File: src/rtl/uart_transmitter_pkg.sv
// Shared UART definitions used by the transmitter and receiver.
//   uart_state_t  : frame-level FSM states
//   baud_sel_t    : 3-bit baud_select rate codes
//   OVERSAMPLE    : default sample ticks per bit period
//   baud_rate()   : rate code -> baud rate in bit/s
//   baud_divisor(): rounded clk cycles per sample tick for a rate code
package uart_transmitter_pkg;

  localparam int unsigned OVERSAMPLE = 16;

  typedef enum logic [2:0] {
    ST_IDLE   = 3'd0,
    ST_START  = 3'd1,
    ST_DATA   = 3'd2,
    ST_PARITY = 3'd3,
    ST_STOP   = 3'd4
  } uart_state_t;

  typedef enum logic [2:0] {
    BAUD_300    = 3'd0,
    BAUD_1200   = 3'd1,
    BAUD_4800   = 3'd2,
    BAUD_9600   = 3'd3,
    BAUD_19200  = 3'd4,
    BAUD_38400  = 3'd5,
    BAUD_57600  = 3'd6,
    BAUD_115200 = 3'd7
  } baud_sel_t;

  function automatic int unsigned baud_rate(input logic [2:0] code);
    case (baud_sel_t'(code))
      BAUD_300:    return 300;
      BAUD_1200:   return 1200;
      BAUD_4800:   return 4800;
      BAUD_9600:   return 9600;
      BAUD_19200:  return 19200;
      BAUD_38400:  return 38400;
      BAUD_57600:  return 57600;
      default:     return 115200;
    endcase
  endfunction

  // round(clk_hz / (oversample * baud)) using integer arithmetic
  function automatic int unsigned baud_divisor(input int unsigned clk_hz,
                                               input int unsigned oversample,
                                               input logic [2:0]  code);
    int unsigned den;
    den = oversample * baud_rate(code);
    return (clk_hz + den / 2) / den;
  endfunction

endpackage

File: src/rtl/uart_transmitter_baud_tick.sv
// uart_baud_tick: sample_enable generator.
//   clk, reset     : system clock, async active-high reset
//   baud_select    : rate code selecting the divisor
//   restart        : synchronous restart; counter returns to zero
//   sample_enable  : one-cycle pulse every divisor clk cycles
module uart_baud_tick #(
  parameter int unsigned CLK_HZ     = 50000000,
  parameter int unsigned OVERSAMPLE = uart_transmitter_pkg::OVERSAMPLE
) (
  input  logic       clk,
  input  logic       reset,
  input  logic [2:0] baud_select,
  input  logic       restart,
  output logic       sample_enable
);
  import uart_transmitter_pkg::*;

  localparam int unsigned MAX_DIV = baud_divisor(CLK_HZ, OVERSAMPLE, 3'd0);
  localparam int unsigned DIV_W   = (MAX_DIV > 2) ? $clog2(MAX_DIV) : 1;

  function automatic logic [DIV_W-1:0] last_of(input logic [2:0] code);
    return DIV_W'(baud_divisor(CLK_HZ, OVERSAMPLE, code) - 1);
  endfunction

  // Divisors folded to constants so no run-time divider is built
  localparam logic [DIV_W-1:0] DIV_LAST [8] = '{
    last_of(3'd0), last_of(3'd1), last_of(3'd2), last_of(3'd3),
    last_of(3'd4), last_of(3'd5), last_of(3'd6), last_of(3'd7)
  };

  logic [DIV_W-1:0] div_cnt;

  assign sample_enable = (div_cnt == DIV_LAST[baud_select]);

  always_ff @(posedge clk or posedge reset) begin
    if (reset) begin
      div_cnt <= '0;
    end else if (restart || sample_enable) begin
      div_cnt <= '0;
    end else begin
      div_cnt <= div_cnt + 1'b1;
    end
  end

endmodule

File: src/rtl/uart_transmitter.sv
// uart_transmitter: 8E1 serial transmitter (start, 8 data LSB first,
// even parity, stop).
//   clk, reset   : system clock, async active-high reset
//   baud_select  : rate code, latched when a frame is accepted
//   Tx_EN        : enable; dropping it aborts any frame in flight
//   Tx_WR        : write strobe, accepted only when idle and enabled
//   Tx_DATA      : byte to send, latched on accept
//   Tx_D         : registered serial line, idle high
//   Tx_BUSY      : registered, high from accept to end of stop bit
module uart_transmitter #(
  parameter int unsigned CLK_HZ     = 50000000,
  parameter int unsigned OVERSAMPLE = uart_transmitter_pkg::OVERSAMPLE
) (
  input  logic       clk,
  input  logic       reset,
  input  logic [2:0] baud_select,
  input  logic       Tx_EN,
  input  logic       Tx_WR,
  input  logic [7:0] Tx_DATA,
  output logic       Tx_D,
  output logic       Tx_BUSY
);
  import uart_transmitter_pkg::*;

  localparam logic [3:0] TICK_LAST = 4'(OVERSAMPLE - 1);

  uart_state_t state_q, state_d;
  logic [7:0]  shift_q, shift_d;
  logic        parity_q, parity_d;
  logic [3:0]  tick_q, tick_d;
  logic [2:0]  idx_q, idx_d;
  logic        txd_q, txd_d;
  logic        busy_q, busy_d;
  logic [2:0]  code_q, code_d;
  logic        restart;
  logic        sample_enable;
  logic        bit_done;

  uart_baud_tick #(
    .CLK_HZ     (CLK_HZ),
    .OVERSAMPLE (OVERSAMPLE)
  ) u_baud_tick (
    .clk           (clk),
    .reset         (reset),
    .baud_select   (code_q),
    .restart       (restart),
    .sample_enable (sample_enable)
  );

  assign bit_done = sample_enable && (tick_q == TICK_LAST);

  // Tx_D / Tx_BUSY are computed from the next state so both are registered
  always_comb begin
    state_d  = state_q;
    shift_d  = shift_q;
    parity_d = parity_q;
    tick_d   = tick_q;
    idx_d    = idx_q;
    txd_d    = txd_q;
    busy_d   = busy_q;
    code_d   = code_q;
    restart  = 1'b0;

    if (bit_done) begin
      tick_d = '0;
    end else if (sample_enable) begin
      tick_d = tick_q + 4'd1;
    end

    if (!Tx_EN) begin
      state_d = ST_IDLE;
      tick_d  = '0;
      idx_d   = '0;
      txd_d   = 1'b1;
      busy_d  = 1'b0;
      restart = 1'b1;
    end else begin
      case (state_q)
        ST_IDLE: begin
          tick_d = '0;
          idx_d  = '0;
          txd_d  = 1'b1;
          busy_d = 1'b0;
          if (Tx_WR) begin
            state_d  = ST_START;
            shift_d  = Tx_DATA;
            parity_d = ^Tx_DATA;
            code_d   = baud_select;
            restart  = 1'b1;
            txd_d    = 1'b0;
            busy_d   = 1'b1;
          end
        end
        ST_START: begin
          if (bit_done) begin
            state_d = ST_DATA;
            txd_d   = shift_q[0];
          end
        end
        ST_DATA: begin
          if (bit_done) begin
            shift_d = shift_q >> 1;
            if (idx_q == 3'd7) begin
              state_d = ST_PARITY;
              idx_d   = '0;
              txd_d   = parity_q;
            end else begin
              idx_d = idx_q + 3'd1;
              txd_d = shift_q[1];
            end
          end
        end
        ST_PARITY: begin
          if (bit_done) begin
            state_d = ST_STOP;
            txd_d   = 1'b1;
          end
        end
        ST_STOP: begin
          if (bit_done) begin
            state_d = ST_IDLE;
            txd_d   = 1'b1;
            busy_d  = 1'b0;
          end
        end
        default: begin
          state_d = ST_IDLE;
          tick_d  = '0;
          idx_d   = '0;
          txd_d   = 1'b1;
          busy_d  = 1'b0;
        end
      endcase
    end
  end

  always_ff @(posedge clk or posedge reset) begin
    if (reset) begin
      state_q  <= ST_IDLE;
      shift_q  <= '0;
      parity_q <= 1'b0;
      tick_q   <= '0;
      idx_q    <= '0;
      txd_q    <= 1'b1;
      busy_q   <= 1'b0;
      code_q   <= '0;
    end else begin
      state_q  <= state_d;
      shift_q  <= shift_d;
      parity_q <= parity_d;
      tick_q   <= tick_d;
      idx_q    <= idx_d;
      txd_q    <= txd_d;
      busy_q   <= busy_d;
      code_q   <= code_d;
    end
  end

  assign Tx_D    = txd_q;
  assign Tx_BUSY = busy_q;

endmodule

File: config.mk
export PLATFORM = sky130hd
export DESIGN_NAME = uart_transmitter
export DESIGN_NICKNAME = d
export VERILOG_FILES = /design/src/rtl/uart_transmitter_pkg.sv /design/src/rtl/uart_transmitter_baud_tick.sv /design/src/rtl/uart_transmitter.sv
export SDC_FILE = /design/constraint.sdc
export NUM_CORES = 1
export LEC_CHECK = 0
export BUFFER_PORTS_ARGS = -buffer_cell sky130_fd_sc_hd__buf_4
export CAP_MARGIN = 20
export CORE_MARGIN = 2
export CORE_UTILIZATION = 60
export CTS_BUF_LIST = sky130_fd_sc_hd__clkbuf_4
export CTS_CLUSTER_SIZE = 12
export DETAILED_ROUTE_END_ITERATION = 7
export MAX_ROUTING_LAYER = met4
export PLACE_DENSITY = 0.88
export SETUP_SLACK_MARGIN = 0.05
export SLEW_MARGIN = 20
export SYNTH_ARGS = -nofsm -noshare
export SYNTH_HDL_FRONTEND = slang
export SYNTH_HIERARCHICAL = 1
export SYNTH_SLANG_ARGS = --single-unit
File: constraint.sdc
create_clock -name clk -period 3.39 [get_ports clk]
set_input_delay 0.339 -clock clk [delete_from_list [all_inputs] [get_ports clk]]
set_output_delay 0.339 -clock clk [all_outputs]
set_load 0.02 [all_outputs]
==> impl_metrics.tcl, run 1 <==
set metrics [dict create \
    portBuffers 16 \
    fin_crit_ps 3080 \
    tightest_slew_ps 926 \
    finalHoldViolations 0 \
    synth-edff-count 0 \
    p_clk_share_pct 25.1 \
    core_area_mm2 0.00372 \
    fin_crit_sh_pct 91.0 \
    leakage_nw 1.13 \
    grt_use_total_pct 24.6 \
    start_util_pct 63.6 \
    yosysWarnings 6 \
    cts-hold-fix-buffers 0 \
    clk_pin_slew_ps 110 \
    rows 22 \
    firstDrtPassIters 4 \
    routabilityCongestion 0.874 \
    drive_gt1_share_pct 21.9 \
    max_freq_mhz 324 \
    relSlewSlack_pct 38.2 \
    slew_violations 0 \
    crit_arrival_ps 3330 \
    power_switching_mw 0.304 \
    wl_per_cell_um 15.9 \
    outcome "finished clean" \
    die_h_um 66.8 \
    power_density_mw_per_mm2 400 \
    p_comb_share_pct 22.9 \
    post-place-ws_ps 292 \
    cts_max_level 2 \
    critPathKind "reg -> reg" \
    diodes 0 \
    grt_max_degree 25 \
    final_area_mm2 0.00254 \
    fin_hold_ws_ps 28.0 \
    p_seq_share_pct 52.0 \
    end_kind "register" \
    grt_setup_unrepaired "no" \
    ys_ff_latch 38 \
    hpwl_mm 3.37 \
    place_area_mm2 0.00248 \
    start_kind "register" \
    power_switching_share_pct 29.9 \
    hp-class "in -> async" \
    final.setup.tns_ps 0 \
    reg2regPathDepth 10 \
    p_int_mw 0.713 \
    synth_ff_type "dfrtp_1" \
    grt_pass1_wl_mm 7.93 \
    synthesis.area_mm2 0.00236 \
    synth.distinct_cells 47 \
    drtIter0Drc 126 \
    syn_to_final_growth_pct 7.52 \
    max-vdd-ir-drop_mv 0.257 \
    finish.net_count 265 \
    skew_ps 4.04 \
    timing.final.ws_setup_ps 305 \
    ios 17 \
    maxCapViolCount 0 \
    cts_buffers 5 \
    antenna_found_initial 0 \
    setup_viol 0 \
    syn-num-nets 252 \
    dieArea_mm2 0.00446 \
    ant_nets 0 \
    drt-total-wl_mm 4.62 \
    vias 1696 \
    avgSynthCellArea_um2 10.4 \
    cts-root-buf "clkbuf_4" \
    postCtsSetupBuffers 0 \
    drc 0 \
    die_w_um 66.8 \
    cts_sinks 38 \
    vias_per_cell 5.85 \
    clock_latency_ps 350 \
    grt_overflow 0 \
    worst-path-max-fanout 8 \
    ys_async_sr_fraction_pct 100 \
    ys_seq_area_share_pct 40.3 \
    syn-instance-count 228 \
    cp.required_ps 3640 \
    cts_tree "yes" \
    first_global_vias 1700 \
    cts_max_path_buffers 2 \
]
==> worst paths after layout <==
kind	start	end	slack [ps]
worst max register to register	code_q[0]	shift_q[1]	310
min in group clk	baud_select[2]	code_q[2]	210
worst min register to register	parity_q	parity_q	510
worst min-delay path	reset	u_baud_tick/div_cnt[1]	30
worst max-delay path	code_q[0]	shift_q[1]	310
max in group asynchronous	reset	tick_q[1]	2640
==> cell families after synthesis <==
group                    Yosys count  share of synthesized area (%)
adder cells (fa/ha/maj)            9                           4.76
AO/OA/AOI/OAI                     25                           7.94
buffers and inverters             18                           4.13
AND/OR/NAND/NOR                   86                           21.3
multiplexers                      24                           11.2
flip-flops                        38                           40.3
XOR/XNOR                          28                           10.4
==> worst max-delay path, stage by stage (launching register included) <==
cell	delay [ps]
dfrtp_1	490
inv_1	120
ha_1	260
and2b_1	180
nor4b_1	270
o2111ai_1	240
nor4b_4	260
and4_2	360
nand2_4	80
a21oi_4	320
mux2_2	390
==> state kept, by name, summed over array words and instances (netlist names) <==
name / count
Tx_BUSY: 1
Tx_D: 1
code_q: 3
idx_q: 3
parity_q: 1
shift_q: 8
state_q: 3
tick_q: 4
u_baud_tick/div_cnt: 14
==> per-layer routing <==
layer	up-vias	share of wire, %	wire [um]	global-route usage (%)
met5	-	0	0	-
met4	0	2.3	106	9.69
met3	13	4.0	184	6.08
met2	40	50	2300	40.3
met1	805	44	2030	29.4
li1	838	-	-	-
==> stage by stage <==
step           total power [mW]  cells  util (%)
2_1_floorplan             0.712    228         -
3_3_place_gp              0.754    282      66.7
3_5_place_dp              0.769    282      66.7
4_1_cts                    1.02    290      68.4
5_1_grt                    1.07    290      68.4
6_report                   1.02    290      68.4
==> area by class of cell <==
class / count / area, um^2
sequential: 38 / 952
tap: 48 / 60.1
clock buffer: 8 / 60.1
inverter: 7 / 26.3
multi-input combinational: 172 / 1320
timing repair buffer: 17 / 128
fill: 285 / 1170
==> power by group through the flow <==
stage	Sequential (mW)	Clock [mW]	Combinational, mW
finish	0.529	0.255	0.232
global route	0.535	0.283	0.256
CTS	0.529	0.262	0.233
detailed placement	0.538	0	0.231
global placement	0.534	0	0.220
floorplan	0.521	0	0.191
==> cell usage in the layout, fill, tap and decap left out, types with 4 or more instances in the layout <==
| cell | Yosys | layout |
|---|---|---|
| nand2_1 | 12 | 12 |
| dfrtp_1 | 37 | 37 |
| buf_4 | 3 | 17 |
| mux2i_1 | 4 | 4 |
| clkbuf_4 | 0 | 8 |
| nand3_1 | 10 | 10 |
| a21oi_1 | 5 | 5 |
| and3_1 | 4 | 4 |
| o21ai_0 | 4 | 4 |
| xor2_1 | 13 | 13 |
| nand2b_1 | 6 | 6 |
| mux2_2 | 20 | 20 |
| ha_1 | 9 | 9 |
| nor2_1 | 15 | 15 |
| nor3_1 | 15 | 15 |
| inv_1 | 7 | 7 |
| xnor2_1 | 15 | 15 |
==> cell usage after synthesis, types with 2 or more instances <==
| library cell | n | area (um^2) |
|---|---|---|
| a21o_1 | 3 | 22.5 |
| a21oi_1 | 5 | 25.0 |
| a22o_1 | 2 | 17.5 |
| and3_1 | 4 | 25.0 |
| and4_1 | 4 | 35.0 |
| buf_2 | 3 | 15.0 |
| buf_4 | 3 | 22.5 |
| buf_6 | 2 | 22.5 |
| clkbuf_1 | 3 | 11.3 |
| dfrtp_1 | 37 | 926 |
| ha_1 | 9 | 113 |
| inv_1 | 7 | 26.3 |
| mux2_2 | 20 | 225 |
| mux2i_1 | 4 | 40.0 |
| nand2_1 | 12 | 45.0 |
| nand2b_1 | 6 | 37.5 |
| nand3_1 | 10 | 50.1 |
| nand4_1 | 3 | 18.8 |
| nand4b_1 | 2 | 17.5 |
| nor2_1 | 15 | 56.3 |
| nor3_1 | 15 | 75.1 |
| nor4b_1 | 2 | 17.5 |
| o2111ai_1 | 3 | 26.3 |
| o21ai_0 | 4 | 20.0 |
| or2b_1 | 2 | 15.0 |
| xnor2_1 | 15 | 131 |
| xor2_1 | 13 | 114 |
==> timing repair <==
item	in CTS	in global routing
gates resized for setup	0	1
hold endpoints to repair	0	0
setup endpoints to repair	0	1
(Power assumes the default switching activity.)
==> run 2, diff against run 1 <==
--- a/config.mk
+++ b/config.mk
@@ -8,12 +8,12 @@
 export BUFFER_PORTS_ARGS = -buffer_cell sky130_fd_sc_hd__buf_4
 export CAP_MARGIN = 20
 export CORE_MARGIN = 2
-export CORE_UTILIZATION = 60
+export CORE_UTILIZATION = 55
 export CTS_BUF_LIST = sky130_fd_sc_hd__clkbuf_4
 export CTS_CLUSTER_SIZE = 12
 export DETAILED_ROUTE_END_ITERATION = 7
 export MAX_ROUTING_LAYER = met4
-export PLACE_DENSITY = 0.88
+export PLACE_DENSITY = 0.83
 export SETUP_SLACK_MARGIN = 0.05
 export SLEW_MARGIN = 20
 export SYNTH_ARGS = -nofsm -noshare
==> run 2 against run 1 <==
Against the previous run:
- the run now ends with hold timing left
- largest power group unchanged
- clock skew grew 8.8 ps
- flip-flop and latch count is the same
- setup slack lost 2.0 ps
- register-to-register slack is essentially flat
- non-clock buffer count grew 1
- via count grew 3.1%
- clock power shrank 7%
- wire length grew 2.0%
- worst hold slack lost 41 ps
- global-route usage shrank 2.8 points
==> impl_metrics.tcl, run 2 (same netlist as run 1, synthesis figures left out) <==
set metrics [dict create \
    outcome "finished with violations" \
    violations "hold timing" \
    vias 1748 \
    postCtsSetupBuffers 0 \
    drtIter0Drc 182 \
    p_clk_share_pct 23.7 \
    fin_crit_ps 3090 \
    antenna_found_initial 0 \
    power_density_mw_per_mm2 392 \
    cpPeakStageDelay_ps 480 \
    hp-class "in -> async" \
    die_h_um 69.6 \
    skew_ps 12.8 \
    regMostFlops "u_baud_tick/div_cnt" \
    first_global_vias 1728 \
    crit_arrival_ps 3330 \
    finalHoldViolations 9 \
    fin_hold_ws_ps -12.6 \
    clk_pin_slew_ps 120 \
    post-place-ws_ps 323 \
    place_area_mm2 0.00248 \
    timing.final.ws_setup_ps 303 \
    utilization_pct 62.9 \
    cts_tree "yes" \
    rrSetupSlack_ps 300 \
    finish.net_count 266 \
    vias_per_cell 5.97 \
    maxCapViolCount 0 \
    p_int_mw 0.694 \
    cts-hold-fix-buffers 0 \
    syn_to_final_growth_pct 7.94 \
    crit_start "code_q[0]" \
    firstDrtPassIters 4 \
    ios 17 \
    cp_cell_sequence "inv_1 > ha_1 > and2b_1 > nor4b_1 > o2111ai_1 > nor4b_4 > and4_1 > nand2_4 > a21oi_4 > mux2_2" \
    hpwl_mm 3.37 \
    largest_reg_flops 14 \
    worst_path_max_delay_cell "dfrtp_1" \
    max_freq_mhz 324 \
    grt_pass1_wl_mm 8.14 \
    rr_startpoint "code_q[0]" \
    critPathKind "reg -> reg" \
    p_comb_share_pct 23.5 \
    r2r_end "shift_q[0]" \
    reg2regPathDepth 10 \
    max-vdd-ir-drop_mv 0.208 \
    fin_crit_sh_pct 91.1 \
    grt_setup_unrepaired "no" \
    clock_latency_ps 360 \
    core_area_mm2 0.00406 \
    wl_per_cell_um 16.1 \
    relSlewSlack_pct 63.6 \
    layout_commonest_cell "dfrtp_1" \
    portBuffers 16 \
    grt_use_total_pct 21.8 \
    cts_sinks 38 \
    cp.required_ps 3630 \
    tightest_slew_ps 545 \
    final_area_mm2 0.00255 \
    cts_max_level 2 \
    leakage_nw 1.13 \
    routabilityCongestion 0.857 \
    grt_overflow 0 \
    diodes 0 \
    reg_top3 "u_baud_tick/div_cnt (14), shift_q (8), tick_q (4)" \
    drc 0 \
    setup_viol 0 \
    cts_resized 0 \
    end_kind "register" \
    start_kind "register" \
    worst-path-max-fanout 8 \
    rows 23 \
    dieArea_mm2 0.00484 \
    power_switching_share_pct 30.7 \
    grt_max_degree 25 \
    final.setup.tns_ps 0 \
    die_w_um 69.6 \
    final_cell_mix "dfrtp_1, mux2_2, buf_4" \
    cts_max_path_buffers 2 \
    drive_gt1_share_pct 21.4 \
    p_seq_share_pct 52.9 \
    power_switching_mw 0.307 \
    ant_nets 0 \
    slew_violations 0 \
    drt-total-wl_mm 4.71 \
    power_mw 1.00 \
    cts_buffers 5 \
    cts-root-buf "clkbuf_4" \
    start_util_pct 58.2 \
]
[run 2: cell count changes in the layout (fill, tap and decap cells not counted), sizes merged]
cell,before,now
clkbuf,8,6
clkinv,0,2
buf,17,18
[run 2: worst max-delay path by stage]
stage | end | cells after the start | slack (ps)
floorplan | shift_q[0] | 12 | 310
detailed placement | shift_q[6] | 9 | 320
global placement | shift_q[4] | 9 | 440
global route | shift_q[0] | 9 | 90
CTS | shift_q[2] | 10 | 310
finish | shift_q[0] | 10 | 300
[run 2: layer usage]
metal  vias to the layer above  GRT usage, %  part of all wire [%]
li1                        837             -                     -
met1                       869          28.7                    46
met2                        37          32.8                    48
met3                         5          4.22                   3.5
met4                         0          9.80                   1.6
met5                         -             -                     0
[run 2: worst max-delay path, delay by kind of cell, from the launching register on]
| kind | cells | cell delay [ps] |
|---|---|---|
| buf+inv | 1 | 120 |
| simple gates | 5 | 1170 |
| mux | 1 | 370 |
| compound gates | 2 | 560 |
| flops | 1 | 480 |
| fa+ha+maj | 1 | 260 |
[run 2: metrics by stage]
stage / hold slack (ps) / std cells
5_1_grt: 29.6 / 293
4_1_cts: 27.2 / 292
3_5_place_dp: 428 / 284
3_3_place_gp: 415 / 284
6_report: -12.6 / 293
2_1_floorplan: 228 / 228
[run 2: layout make-up]
class | instances | area (um^2)
multi-input combinational | 172 | 1310
clock buffer | 6 | 45.0
sequential | 38 | 952
tap | 50 | 62.6
fill | 327 | 1510
inverter | 7 | 26.3
timing repair buffer | 18 | 143
clock inverter | 2 | 8.76
[run 2: power groups by stage]
stage | logic (mW) | registers [mW] | clock network [mW]
after floorplan | 0.191 | 0.521 | 0
after global placement | 0.223 | 0.534 | 0
after detailed placement | 0.231 | 0.537 | 0
after CTS | 0.233 | 0.528 | 0.243
after global routing | 0.258 | 0.536 | 0.261
final | 0.235 | 0.529 | 0.237
==> run 3, diff against run 2 <==
--- a/config.mk
+++ b/config.mk
@@ -12,7 +12,6 @@
 export CTS_BUF_LIST = sky130_fd_sc_hd__clkbuf_4
 export CTS_CLUSTER_SIZE = 12
 export DETAILED_ROUTE_END_ITERATION = 7
-export MAX_ROUTING_LAYER = met4
 export PLACE_DENSITY = 0.83
 export SETUP_SLACK_MARGIN = 0.05
 export SLEW_MARGIN = 20
==> constraint.sdc (replaced) <==
create_clock -name clk -period 3.39 [get_ports clk]
set_input_delay 0.1695 -clock clk [delete_from_list [all_inputs] [get_ports clk]]
set_output_delay 0.1695 -clock clk [all_outputs]
set_load 0.02 [all_outputs]
==> run 3 against run 2 <==
Against the previous run:
- the flow now finishes without violations
- sequential share of layout area decreased by 0.15 points
- largest power group unchanged
- non-clock buffer count grew 1
- maximum frequency increased by 0.18%
- clock skew fell by 1.9 ps
- worst hold slack better by 56 ps
- flip-flop and latch count stayed put
- via count down 0.11%
- first-iteration DRC count decreased by 16%
==> impl_metrics.tcl, run 3 (same netlist as run 1, synthesis figures left out) <==
set metrics [dict create \
    critPathKind "reg -> reg" \
    slew_violations 0 \
    ant_nets 0 \
    maxCapViolCount 0 \
    rows 23 \
    grt_overflow 0 \
    ios 17 \
    crit_start "code_q[0]" \
    cp.required_ps 3630 \
    layout_commonest_cell "dfrtp_1" \
    r2r_end "shift_q[0]" \
    skew_ps 10.9 \
    setup_viol 0 \
    routabilityCongestion 0.844 \
    rrSetupSlack_ps 310 \
    highest_layer "met4" \
    cpPeakStageDelay_ps 480 \
    grt_max_degree 25 \
    drt-total-wl_mm 4.67 \
    multiInputGateArea_mm2 0.00131 \
    reg2regPathDepth 10 \
    final_cell_mix "dfrtp_1, mux2_2, buf_4" \
    cts-hold-fix-buffers 1 \
    start_kind "register" \
    portBuffers 16 \
    diodes 0 \
    relSlewSlack_pct 63.9 \
    dieArea_mm2 0.00484 \
    antenna_found_initial 0 \
    cts_resized 0 \
    fin_crit_ps 3080 \
    clock_latency_ps 350 \
    hold_path_startpoint "baud_select[2]" \
    wl_met2_mm 2.27 \
    postCtsSetupBuffers 0 \
    drc 0 \
    worst-path-max-fanout 8 \
    drive_gt1_share_pct 21.3 \
    finish.net_count 267 \
    whs_endpoint "code_q[2]" \
    vias_per_cell 5.94 \
    fin_hold_ws_ps 43.5 \
    grt_setup_unrepaired "no" \
    hpwl_mm 3.37 \
    final.setup.tns_ps 0 \
    firstDrtPassIters 4 \
    worst_path_max_delay_cell "dfrtp_1" \
    power_density_mw_per_mm2 390 \
    reg_top3 "u_baud_tick/div_cnt (14), shift_q (8), tick_q (4)" \
    core_area_mm2 0.00406 \
    cts_sinks 38 \
    max-vdd-ir-drop_mv 0.207 \
    finalHoldViolations 0 \
    largest_reg_flops 14 \
    syn_to_final_growth_pct 8.36 \
    fillers 326 \
    die_h_um 69.6 \
    power_mw 1.00 \
    fin_crit_sh_pct 90.9 \
    ff_latch_area_um2 952 \
    cts_max_level 2 \
    cts_tree "yes" \
    grt_use_total_pct 21.1 \
    crit_arrival_ps 3320 \
    cp_cell_sequence "inv_1 > ha_1 > and2b_1 > nor4b_1 > o2111ai_1 > nor4b_4 > and4_1 > nand2_4 > a21oi_4 > mux2_2" \
    tightest_slew_ps 541 \
    leakage_nw 1.13 \
    outcome "finished clean" \
    end_kind "register" \
    wl_per_cell_um 15.9 \
    grt_pass1_wl_mm 8.14 \
    die_w_um 69.6 \
    clk_pin_slew_ps 110 \
    cts-root-buf "clkbuf_4" \
    cts_max_path_buffers 2 \
    start_util_pct 58.2 \
    drtIter0Drc 152 \
    rr_startpoint "code_q[0]" \
    cts_buffers 5 \
    whs_path_depth 2 \
    max_freq_mhz 325 \
    hp-class "in -> reg" \
    met3WireLength_um 136 \
    regMostFlops "u_baud_tick/div_cnt" \
    vias 1746 \
    met1_length_mm 2.19 \
    first_global_vias 1731 \
]
-- run 3: cell count changes in the layout (fill, tap and decap cells not counted), sizes merged --
cell,previous run,this run
dlygate4sd3,0,1
-- run 3: power by group --
group / internal (mW) / total, mW / switching (mW) / leakage, nW
Sequential: 0.490 / 0.528 / 0.0385 / 0.499
Clock: 0.0859 / 0.236 / 0.150 / 0.0331
Combinational: 0.119 / 0.235 / 0.116 / 0.603
-- run 3: worst max-delay path: cells and delay by family, from the launching register on --
kind            cells  cell delay, ps
simple gates        5            1170
fa+ha+maj           1             260
buf+inv             1             120
flops               1             480
compound gates      2             550
mux                 1             370
-- run 3: final cells by class --
class	instances	share of cell area (%)
well taps	50	2.44
clock inverters	2	0.342
flip-flops and latches	38	37.2
multi-input cells	172	51.3
repair buffers	19	5.96
clock buffers	6	1.76
inverters	7	1.03
-- run 3: layer usage --
metal | global-route usage [%] | up-vias
li1 | - | 837
met1 | 28.6 | 872
met2 | 32.8 | 32
met3 | 4.22 | 5
met4 | 9.80 | 0
met5 | 0 | -
-- run 3: how the worst max path moves through the flow --
stage | cells past startpoint | slack [ps] | endpoint
detailed placement | 9 | 320 | shift_q[6]
floorplan | 12 | 310 | shift_q[0]
finish | 10 | 310 | shift_q[0]
CTS | 10 | 310 | shift_q[2]
global placement | 9 | 440 | shift_q[4]
global route | 9 | 90 | shift_q[0]
-- run 3: per-stage QoR --
step | area (um^2) | utilization (%) | cells | setup slack (ps)
5_1_grt | 2560 | 63.1 | 294 | 90.1
2_1_floorplan | 2360 | - | 228 | 306
3_3_place_gp | 2480 | 61.2 | 284 | 441
6_report | 2560 | 63.1 | 294 | 308
3_5_place_dp | 2480 | 61.2 | 284 | 323
4_1_cts | 2550 | 62.8 | 293 | 307
